==> src/rtl/paddle_input_if.sv <==
// ============================================================================
// Module   : paddle_input_if
// Purpose  : Controller-side inputs and paddle-position outputs for paddle_input.
// Revision : 1.0
// ============================================================================
`default_nettype none

interface paddle_input_if;
    logic       v256;
    logic [1:0] mode1;
    logic [1:0] mode2;
    logic [7:0] axis1;
    logic [7:0] axis2;
    logic       up1;
    logic       up2;
    logic       down1;
    logic       down2;
    logic [7:0] spin1;
    logic [7:0] spin2;
    logic       spin1_stb;
    logic       spin2_stb;
    logic [7:0] paddle1_vpos;
    logic [7:0] paddle2_vpos;
    logic       frame_tick;

    modport master (
        output v256, mode1, mode2, axis1, axis2, up1, up2, down1, down2,
               spin1, spin2, spin1_stb, spin2_stb,
        input  paddle1_vpos, paddle2_vpos, frame_tick
    );

    modport slave (
        input  v256, mode1, mode2, axis1, axis2, up1, up2, down1, down2,
               spin1, spin2, spin1_stb, spin2_stb,
        output paddle1_vpos, paddle2_vpos, frame_tick
    );
endinterface

`default_nettype wire

==> src/rtl/paddle_input.sv <==
// ============================================================================
// Module   : paddle_input
// Purpose  : Per-frame paddle position update from analog, digital or spinner input.
// Revision : 1.0
// ============================================================================
`default_nettype none

module paddle_input #(
    parameter logic [7:0] PAD_MIN    = 8'd8,
    parameter logic [7:0] PAD_MAX    = 8'd232,
    parameter logic [7:0] RESET_POS  = 8'd120,
    parameter logic [7:0] DIG_STEP   = 8'd4,
    parameter int         SPIN_SHIFT = 0
) (
    input  wire logic     clk_sys,
    input  wire logic     reset,
    paddle_input_if.slave bus
);

    localparam logic signed [10:0] c_min     = {3'b000, PAD_MIN};
    localparam logic signed [10:0] c_max     = {3'b000, PAD_MAX};
    localparam logic signed [10:0] c_acc_max = 11'sd511;
    localparam logic signed [10:0] c_acc_min = -11'sd512;

    logic r_v256_prev;
    logic r_frame_tick;
    logic w_tick;

    // Edge-detect register resets high so a v256 already high at reset release is not a tick.
    assign w_tick = bus.v256 & ~r_v256_prev;

    always_ff @(posedge clk_sys) begin
        if (reset) begin
            r_v256_prev  <= 1'b1;
            r_frame_tick <= 1'b0;
        end else begin
            r_v256_prev  <= bus.v256;
            r_frame_tick <= w_tick;
        end
    end

    logic [1:0] w_mode [2];
    logic [7:0] w_axis [2];
    logic       w_up   [2];
    logic       w_down [2];
    logic [7:0] w_spin [2];
    logic       w_stb  [2];

    assign w_mode[0] = bus.mode1;      assign w_mode[1] = bus.mode2;
    assign w_axis[0] = bus.axis1;      assign w_axis[1] = bus.axis2;
    assign w_up[0]   = bus.up1;        assign w_up[1]   = bus.up2;
    assign w_down[0] = bus.down1;      assign w_down[1] = bus.down2;
    assign w_spin[0] = bus.spin1;      assign w_spin[1] = bus.spin2;
    assign w_stb[0]  = bus.spin1_stb;  assign w_stb[1]  = bus.spin2_stb;

    for (genvar p = 0; p < 2; p++) begin : g_player
        logic        [7:0]  r_vpos;
        logic signed [9:0]  r_acc;
        logic signed [9:0]  w_acc_shift;
        logic signed [10:0] w_acc_sum;
        logic signed [9:0]  w_acc_sat;
        logic signed [9:0]  w_delta_ext;
        logic signed [10:0] w_base;
        logic signed [10:0] w_raw;
        logic        [7:0]  w_next;

        assign w_delta_ext = {{2{w_spin[p][7]}}, w_spin[p]};
        assign w_acc_shift = r_acc >>> SPIN_SHIFT;
        assign w_acc_sum   = {r_acc[9], r_acc} + {w_delta_ext[9], w_delta_ext};

        always_comb begin
            w_acc_sat = w_acc_sum[9:0];
            if (w_acc_sum > c_acc_max) begin
                w_acc_sat = 10'sd511;
            end else if (w_acc_sum < c_acc_min) begin
                w_acc_sat = -10'sd512;
            end
        end

        // 11-bit working value so position plus a saturated accumulator cannot wrap.
        always_comb begin
            w_base = {3'b000, r_vpos};
            w_raw  = w_base;
            case (w_mode[p])
                2'd0: w_raw = {3'b000, ~w_axis[p][7], w_axis[p][6:0]};
                2'd1: begin
                    if (w_up[p] && !w_down[p]) begin
                        w_raw = w_base - {3'b000, DIG_STEP};
                    end else if (w_down[p] && !w_up[p]) begin
                        w_raw = w_base + {3'b000, DIG_STEP};
                    end
                end
                2'd2: w_raw = w_base + {w_acc_shift[9], w_acc_shift};
                default: w_raw = w_base;
            endcase

            w_next = w_raw[7:0];
            if (w_raw < c_min) begin
                w_next = PAD_MIN;
            end else if (w_raw > c_max) begin
                w_next = PAD_MAX;
            end
        end

        always_ff @(posedge clk_sys) begin
            if (reset) begin
                r_vpos <= RESET_POS;
                r_acc  <= '0;
            end else if (w_tick) begin
                r_vpos <= w_next;
                r_acc  <= w_stb[p] ? w_delta_ext : 10'sd0;
            end else if (w_stb[p]) begin
                r_acc  <= w_acc_sat;
            end
        end
    end

    assign bus.paddle1_vpos = g_player[0].r_vpos;
    assign bus.paddle2_vpos = g_player[1].r_vpos;
    assign bus.frame_tick   = r_frame_tick;

endmodule

`default_nettype wire

==> src/flat_wrapper.sv <==
// flat-port wrapper written by rule: the top's interface ports become plain ports
module paddle_input_flat 
#(
    parameter logic [7:0] PAD_MIN    = 8'd8,
    parameter logic [7:0] PAD_MAX    = 8'd232,
    parameter logic [7:0] RESET_POS  = 8'd120,
    parameter logic [7:0] DIG_STEP   = 8'd4,
    parameter int         SPIN_SHIFT = 0
)
  (clk_sys, reset, bus_v256, bus_mode1, bus_mode2, bus_axis1, bus_axis2, bus_up1, bus_up2, bus_down1, bus_down2, bus_spin1, bus_spin2, bus_spin1_stb, bus_spin2_stb, bus_paddle1_vpos, bus_paddle2_vpos, bus_frame_tick);
  paddle_input_if bus_i ();
  input  wire logic clk_sys;
  input  wire logic reset;
  input wire logic [$bits(bus_i.v256)-1:0] bus_v256;
  input wire logic [$bits(bus_i.mode1)-1:0] bus_mode1;
  input wire logic [$bits(bus_i.mode2)-1:0] bus_mode2;
  input wire logic [$bits(bus_i.axis1)-1:0] bus_axis1;
  input wire logic [$bits(bus_i.axis2)-1:0] bus_axis2;
  input wire logic [$bits(bus_i.up1)-1:0] bus_up1;
  input wire logic [$bits(bus_i.up2)-1:0] bus_up2;
  input wire logic [$bits(bus_i.down1)-1:0] bus_down1;
  input wire logic [$bits(bus_i.down2)-1:0] bus_down2;
  input wire logic [$bits(bus_i.spin1)-1:0] bus_spin1;
  input wire logic [$bits(bus_i.spin2)-1:0] bus_spin2;
  input wire logic [$bits(bus_i.spin1_stb)-1:0] bus_spin1_stb;
  input wire logic [$bits(bus_i.spin2_stb)-1:0] bus_spin2_stb;
  output wire logic [$bits(bus_i.paddle1_vpos)-1:0] bus_paddle1_vpos;
  output wire logic [$bits(bus_i.paddle2_vpos)-1:0] bus_paddle2_vpos;
  output wire logic [$bits(bus_i.frame_tick)-1:0] bus_frame_tick;
  assign bus_i.v256 = bus_v256;
  assign bus_i.mode1 = bus_mode1;
  assign bus_i.mode2 = bus_mode2;
  assign bus_i.axis1 = bus_axis1;
  assign bus_i.axis2 = bus_axis2;
  assign bus_i.up1 = bus_up1;
  assign bus_i.up2 = bus_up2;
  assign bus_i.down1 = bus_down1;
  assign bus_i.down2 = bus_down2;
  assign bus_i.spin1 = bus_spin1;
  assign bus_i.spin2 = bus_spin2;
  assign bus_i.spin1_stb = bus_spin1_stb;
  assign bus_i.spin2_stb = bus_spin2_stb;
  assign bus_paddle1_vpos = bus_i.paddle1_vpos;
  assign bus_paddle2_vpos = bus_i.paddle2_vpos;
  assign bus_frame_tick = bus_i.frame_tick;
  paddle_input #(.PAD_MIN(PAD_MIN), .PAD_MAX(PAD_MAX), .RESET_POS(RESET_POS), .DIG_STEP(DIG_STEP), .SPIN_SHIFT(SPIN_SHIFT)) u_core (.clk_sys(clk_sys), .reset(reset), .bus(bus_i));
endmodule
==> config.mk <==
export PLATFORM = sky130hd
export DESIGN_NAME = paddle_input_flat
export DESIGN_NICKNAME = d
export VERILOG_FILES = /design/src/rtl/paddle_input_if.sv /design/src/rtl/paddle_input.sv /design/src/flat_wrapper.sv
export SDC_FILE = /design/constraint.sdc
export NUM_CORES = 1
export LEC_CHECK = 0
export CORE_MARGIN = 4
export CORE_UTILIZATION = 60
export DETAILED_ROUTE_END_ITERATION = 10
export PLACE_DENSITY_LB_ADDON = 0.08
export SYNTH_ARGS = -nofsm -noshare
export SYNTH_HDL_FRONTEND = slang
export SYNTH_SLANG_ARGS = --single-unit
export TNS_END_PERCENT = 50
==> constraint.sdc <==
create_clock -name clk_sys -period 4.85 [get_ports clk_sys]
set_clock_uncertainty 0.1 [all_clocks]
set_input_delay 0.97 -clock clk_sys [delete_from_list [all_inputs] [get_ports clk_sys]]
set_output_delay 0.97 -clock clk_sys [all_outputs]
set_load 0.005 [all_outputs]
# ---- Word-level counts from Yosys, hierarchy flattened
# Index checks and enable logic that the tools add are counted.
dict set report totals {
  reg_bits 38
  input_bits 45
  output_inout_bits 17
}
dict set report op_classes {
  add_sub_neg 8
  n_lt_le_gt_ge 8
  eq_ne 4
  muxes 20
  bitwise 4
  n_reduce_logical 12
}
# cell n
set op_table {}
lappend op_table {{10-bit 2-to-1 mux} 10}
lappend op_table {{11-bit case mux with 3 select lines} 2}
lappend op_table {{11-bit 2-to-1 mux} 4}
lappend op_table {{8-bit 2-to-1 mux} 4}
lappend op_table {{10-bit by 8-bit adder with 11-bit output} 2}
lappend op_table {{9-bit by 10-bit adder with 11-bit output} 2}
lappend op_table {{11-bit by 10-bit greater-than comparator with 1-bit output, second input constant} 2}
lappend op_table {{11-bit by 9-bit greater-than comparator with 1-bit output, second input constant} 2}
lappend op_table {{11-bit by 10-bit less-than comparator with 1-bit output, second input constant} 2}
lappend op_table {{11-bit by 5-bit less-than comparator with 1-bit output, second input constant} 2}
lappend op_table {{8-bit by 3-bit adder with 9-bit output, second input constant} 2}
lappend op_table {{8-bit by 3-bit subtractor with 9-bit output, second input constant} 2}
lappend op_table {{2-bit by 1-bit == test with 1-bit output, second input constant} 2}
lappend op_table {{2-bit == test, second input constant} 2}
lappend op_table {{1-bit logical AND} 4}
lappend op_table {{1-bit zero test} 4}
lappend op_table {{2-bit zero test} 2}
lappend op_table {{2-bit nonzero test} 2}
lappend op_table {{1-bit inverter} 3}
lappend op_table {{1-bit bitwise AND} 1}

# ---- Longest topological paths before layout
dict set report logic_depth {
  ltp_word 8
  mapped_depth 11
}

# ---- Least setup slack after synthesis
# Ideal clock, no wire load.
dict set report synth_path {
  path_kind {in2reg}
  startpoint {input port bus_spin2[4]}
  endpoint {register u_core.g_player[1].r_acc[4]}
  arrival_ps 3018
  slack_ps 1641
  stages 9
  n_path_buf 0
  path_cell_list {ha_1 > and2_1 > a31o_2 > nor4b_1 > or2_2 > nor2_1 > o31ai_1 > nor3_1 > nor4_1}
}
dict set report synth_via {
  elab_chain_len 6
}
# item line_no
set synth_lines {}
lappend synth_lines {{start: declaration} flat_wrapper.sv:24} ;# input wire logic [$bits(bus_i.spin2)-1:0] bus_spin2;
lappend synth_lines {{10-bit by 8-bit adder with 11-bit output} paddle_input.sv:69} ;# assign w_acc_sum = {r_acc[9], r_acc} + {w_delta_ext[9], w_delta_ext};
lappend synth_lines {{11-bit by 10-bit less-than comparator with 1-bit output} paddle_input.sv:75} ;# end else if (w_acc_sum < c_acc_min) begin
lappend synth_lines {{10-bit 2-to-1 mux} paddle_input.sv:75}
lappend synth_lines {{10-bit 2-to-1 mux} paddle_input.sv:73} ;# if (w_acc_sum > c_acc_max) begin
lappend synth_lines {{10-bit 2-to-1 mux} paddle_input.sv:112} ;# end else if (w_stb[p]) begin
lappend synth_lines {{10-bit 2-to-1 mux *} paddle_input.sv:109} ;# end else if (w_tick) begin
lappend synth_lines {{end signal: assignment} paddle_input.sv:111} ;# r_acc <= w_stb[p] ? w_delta_ext : 10'sd0;
lappend synth_lines {{end signal: assignment} paddle_input.sv:113} ;# r_acc <= w_acc_sat;
lappend synth_lines {{end: declaration} paddle_input.sv:58} ;# logic signed [9:0] r_acc;
# Every way passes the cells marked *; elsewhere a longest branch is shown, timed or not. The select of a mux whose other input is x is not followed.
# A chain may end at the register's enable or synchronous reset.

# ---- Worst setup path after layout
dict set report layout_path {
  startpoint {input port bus_spin2[0]}
  endpoint {register u_core.g_player[1].r_acc[2]}
}
dict set report layout_via {
  elab_chain_len 6
}
# item line_no
set layout_lines {}
lappend layout_lines {{10-bit by 8-bit adder with 11-bit output *} paddle_input.sv:69}
lappend layout_lines {{11-bit by 10-bit less-than comparator with 1-bit output} paddle_input.sv:75}
lappend layout_lines {{10-bit 2-to-1 mux} paddle_input.sv:75}
lappend layout_lines {{10-bit 2-to-1 mux *} paddle_input.sv:73}
lappend layout_lines {{10-bit 2-to-1 mux *} paddle_input.sv:112}
lappend layout_lines {{10-bit 2-to-1 mux *} paddle_input.sv:109}
# Marks and branches as above.

==> impl_metrics.csv <==
group,metric,value,unit
yosys,syn_inst,550,
placement,dp_hpwl,8701,um
die,row_count,30,
yosys,syn_nets,639,
detailed_routing,drt_iter0_drc,225,
sta,fin_ws,1.025,ns
sta,worst_slew_pin_slew,0.7033,ns
cells_and_area,fillers,559,
detailed_routing,wire_per_inst,16.59,um
yosys,synth_ff_type,"dfxtp_1",
die,core_region_area,6756,um^2
sta,fin_crit,3.825,ns
global_route,grt_pass1_vias,4071,
cells_and_area,seq_area,760.7,um^2
clock_tree,h-tree-depth,2,
global_route,grt-ovfl-total,0,
run,maxCapViolations,0,
die,die_w,91.28,um
critical_path,worstSetupStartpointType,"input pin",
clock_tree,holdBufCountCts,0,
clock_tree,cts_max_path_buffers,2,
sta,fin_crit_sh,78.86,%
detailed_routing,vias,4431,
yosys,async_reset_ff_share,0,%
critical_path,worstPathRequired,4.98,ns
die,initial_core_util,61.59,%
yosys,synth_top_area_share,18.28,%
clock_tree,clkSlewWorstSetupHoldPaths,0.08,ns
critical_path,cp.arrival,3.96,ns
yosys,synth_top_cell_by_area,"dfxtp_1",
die,boundaryPins,62,
pwr,ir_drop,169.2,uV
die,dieArea,8332,um^2
detailed_routing,drc_errors,0,
cells_and_area,antenna-diode-count,0,
yosys,synth.distinct_cells,70,
outcome,status,"finished clean",
cells_and_area,area_growth,19.21,%
yosys,synth.yosys.seq_area_share,18.28,%
pwr,p_per_area,273.1,nW/um^2
critical_path,crit_path_end_kind,"register",
yosys,synth_seq_cells,38,
cells_and_area,multi_input_area,3197,um^2
sta,fin_hold_ws,0.4236,ns
yosys,avgSynthCellArea,7.566,um^2
yosys,synth_edf_count,0,
cells_and_area,final_cells,685,
die,die_height,91.28,um
yosys,synthesis.area,4161,um^2
critical_path,crit_type,"in2reg",
clock_tree,cts_resized,0,
placement,placed_area,4848,um^2
detailed_routing,vias_per_cell,6.469,
clock_tree,insertion_delay,0.30,ns
clock_tree,post_cts_buffers,0,
cells_and_area,fin_area,4961,um^2
sta,slew_headroom,52.50,%
placement,io_buffers,61,
hold_path,holdCritPathClass,"reg2reg",
detailed_routing,dr.pass1.iters,5,
placement,pre_cts_ws,0.7704,ns
sta,slew_violations,0,
critical_path,rrSetupSlack,1.69,ns
cells_and_area,drive_gt1_share,5.455,%
detailed_routing,drtAntennaViolNets,0,
global_route,grt_pass1_wl,18550,um
yosys,yosysWarnings,0,
global_route,grt_max_degree,31,
cells_and_area,final_net_count,694,
sta,hold_viol_final,0,
clock_tree,cts_buffers,5,
placement,gp_congestion,0.9863,
sta,rsz0062_at_grt,"no",
clock_tree,clock-sinks,38,
global_route,antenna_found_initial,0,
global_route,grtUsageTotal,26.52,%
sta,setup_viol,0,
critical_path,crit_fanout,6,
sta,fin_tns_setup,0,ns
clock_tree,root_buffer,"clkbuf_8",
sta,fmax,261.5,MHz
placement,placedCellCount,678,
yosys,synth_area_leaders,"dfxtp_1, ha_1, a21oi_1",
clock_tree,cts_tree,"yes",
pwr,power_leakage,1.987,nW
detailed_routing,routed_wl,11370,um
[metrics by stage]
step | utilization (%) | power (mW)
2_1_floorplan | - | 0.8817
3_3_place_gp | 71.76 | 1.040
3_5_place_dp | 71.76 | 1.060
4_1_cts | 73.43 | 1.345
5_1_grt | 73.43 | 1.449
6_report | 73.43 | 1.355
[layout make-up]
type,count,share of cell area [%]
clock inverters,1,0.6053
repair buffers,68,13.37
well taps,80,2.018
multi-input cells,458,64.44
flip-flops and latches,38,15.33
inverters,34,2.573
clock buffers,6,1.665
[path summary, 6_finish.rpt]
kind / endpoint / cells after the start / from
max: u_core.g_player[1].r_acc[2]$_SDFFE_PP0P_ / 12 / bus_spin2[0]
min reg2reg: u_core.g_player[0].r_acc[4]$_SDFFE_PP0P_ / 2 / u_core.g_player[0].r_acc[4]$_SDFFE_PP0P_
max reg2reg: u_core.bus.paddle2_vpos[0]$_SDFFE_PP0P_ / 11 / u_core.g_player[1].r_acc[0]$_SDFFE_PP0P_
min: u_core.g_player[0].r_acc[4]$_SDFFE_PP0P_ / 2 / u_core.g_player[0].r_acc[4]$_SDFFE_PP0P_
[cells in the final DEF (no fill, tap or decap), types with 7 or more instances in the layout]
master | netlist | layout
ha_1 | 40 | 40
a31oi_1 | 12 | 12
o21a_1 | 9 | 9
buf_4 | 0 | 7
xnor2_1 | 17 | 17
a21o_1 | 8 | 8
xor2_1 | 8 | 8
nand2_1 | 34 | 34
o22ai_1 | 9 | 9
a22oi_1 | 10 | 10
mux2i_1 | 8 | 8
nand2b_1 | 13 | 13
a21oi_1 | 44 | 44
nand3_1 | 15 | 15
clkdlybuf4s50_1 | 0 | 61
nor2_1 | 40 | 40
or2_2 | 7 | 7
a211oi_1 | 8 | 8
dfxtp_1 | 38 | 38
nand3b_1 | 8 | 8
nor3_1 | 15 | 15
inv_1 | 34 | 34
o21ai_0 | 35 | 35
nor2b_1 | 20 | 20
[registers in the layout (all words and copies together), names as in the netlist]
signal                   count
u_core.g_player.r_acc       20
u_core.bus.paddle1_vpos      8
u_core.bus.paddle2_vpos      8
u_core.bus.frame_tick        1
u_core.r_v256_prev           1
[metal layers]
metal	share of wire, %	track usage [%]
met4	2.0	8.794
met2	50	47.15
met1	42	32.47
met5	0	0
met3	5.8	4.060
[report_power, final]
part / switching [mW] / internal [mW] / total [mW]
clock: 0.123 / 0.165 / 0.288
combinational: 0.365 / 0.304 / 0.669
sequential: 0.0489 / 0.349 / 0.398
total: 0.536 / 0.818 / 1.35
[critical path, stage by stage]
cell and delay (ns):
clkdlybuf4s50_1 0.48, ha_1 0.17, inv_1 0.06, fa_1 0.41, nor2b_1 0.21, o2111ai_1 0.16
a31oi_1 0.19, nor2_1 0.11, and3_1 0.19, a211oi_1 0.60, o21ai_0 0.23, a21oi_1 0.19
[synth_stat cells (7+ instances only)]
cell      count
nor2_1       40
mux2i_1       8
a22oi_1      10
a21o_1        8
xor2_1        8
ha_1         40
nor2b_1      20
o22ai_1       9
nand2b_1     13
nand2_1      34
a21oi_1      44
nor3_1       15
dfxtp_1      38
nand3_1      15
nand3b_1      8
o21ai_0      35
o21a_1        9
a211oi_1      8
clkbuf_1     17
a31oi_1      12
or2_2         7
inv_1        34
xnor2_1      17
[cells by family after synthesis]
logic type,count (synthesis),synth area share (%)
adders and majority gates,44,13.95
DFF,38,18.28
and+or+nand+nor,184,23.27
muxes,10,2.465
xor gates and xnor gates,25,5.262
AOI/OAI and AO/OA,195,31.87
buffers and inverters,54,4.901
(Power assumes the default switching activity.)
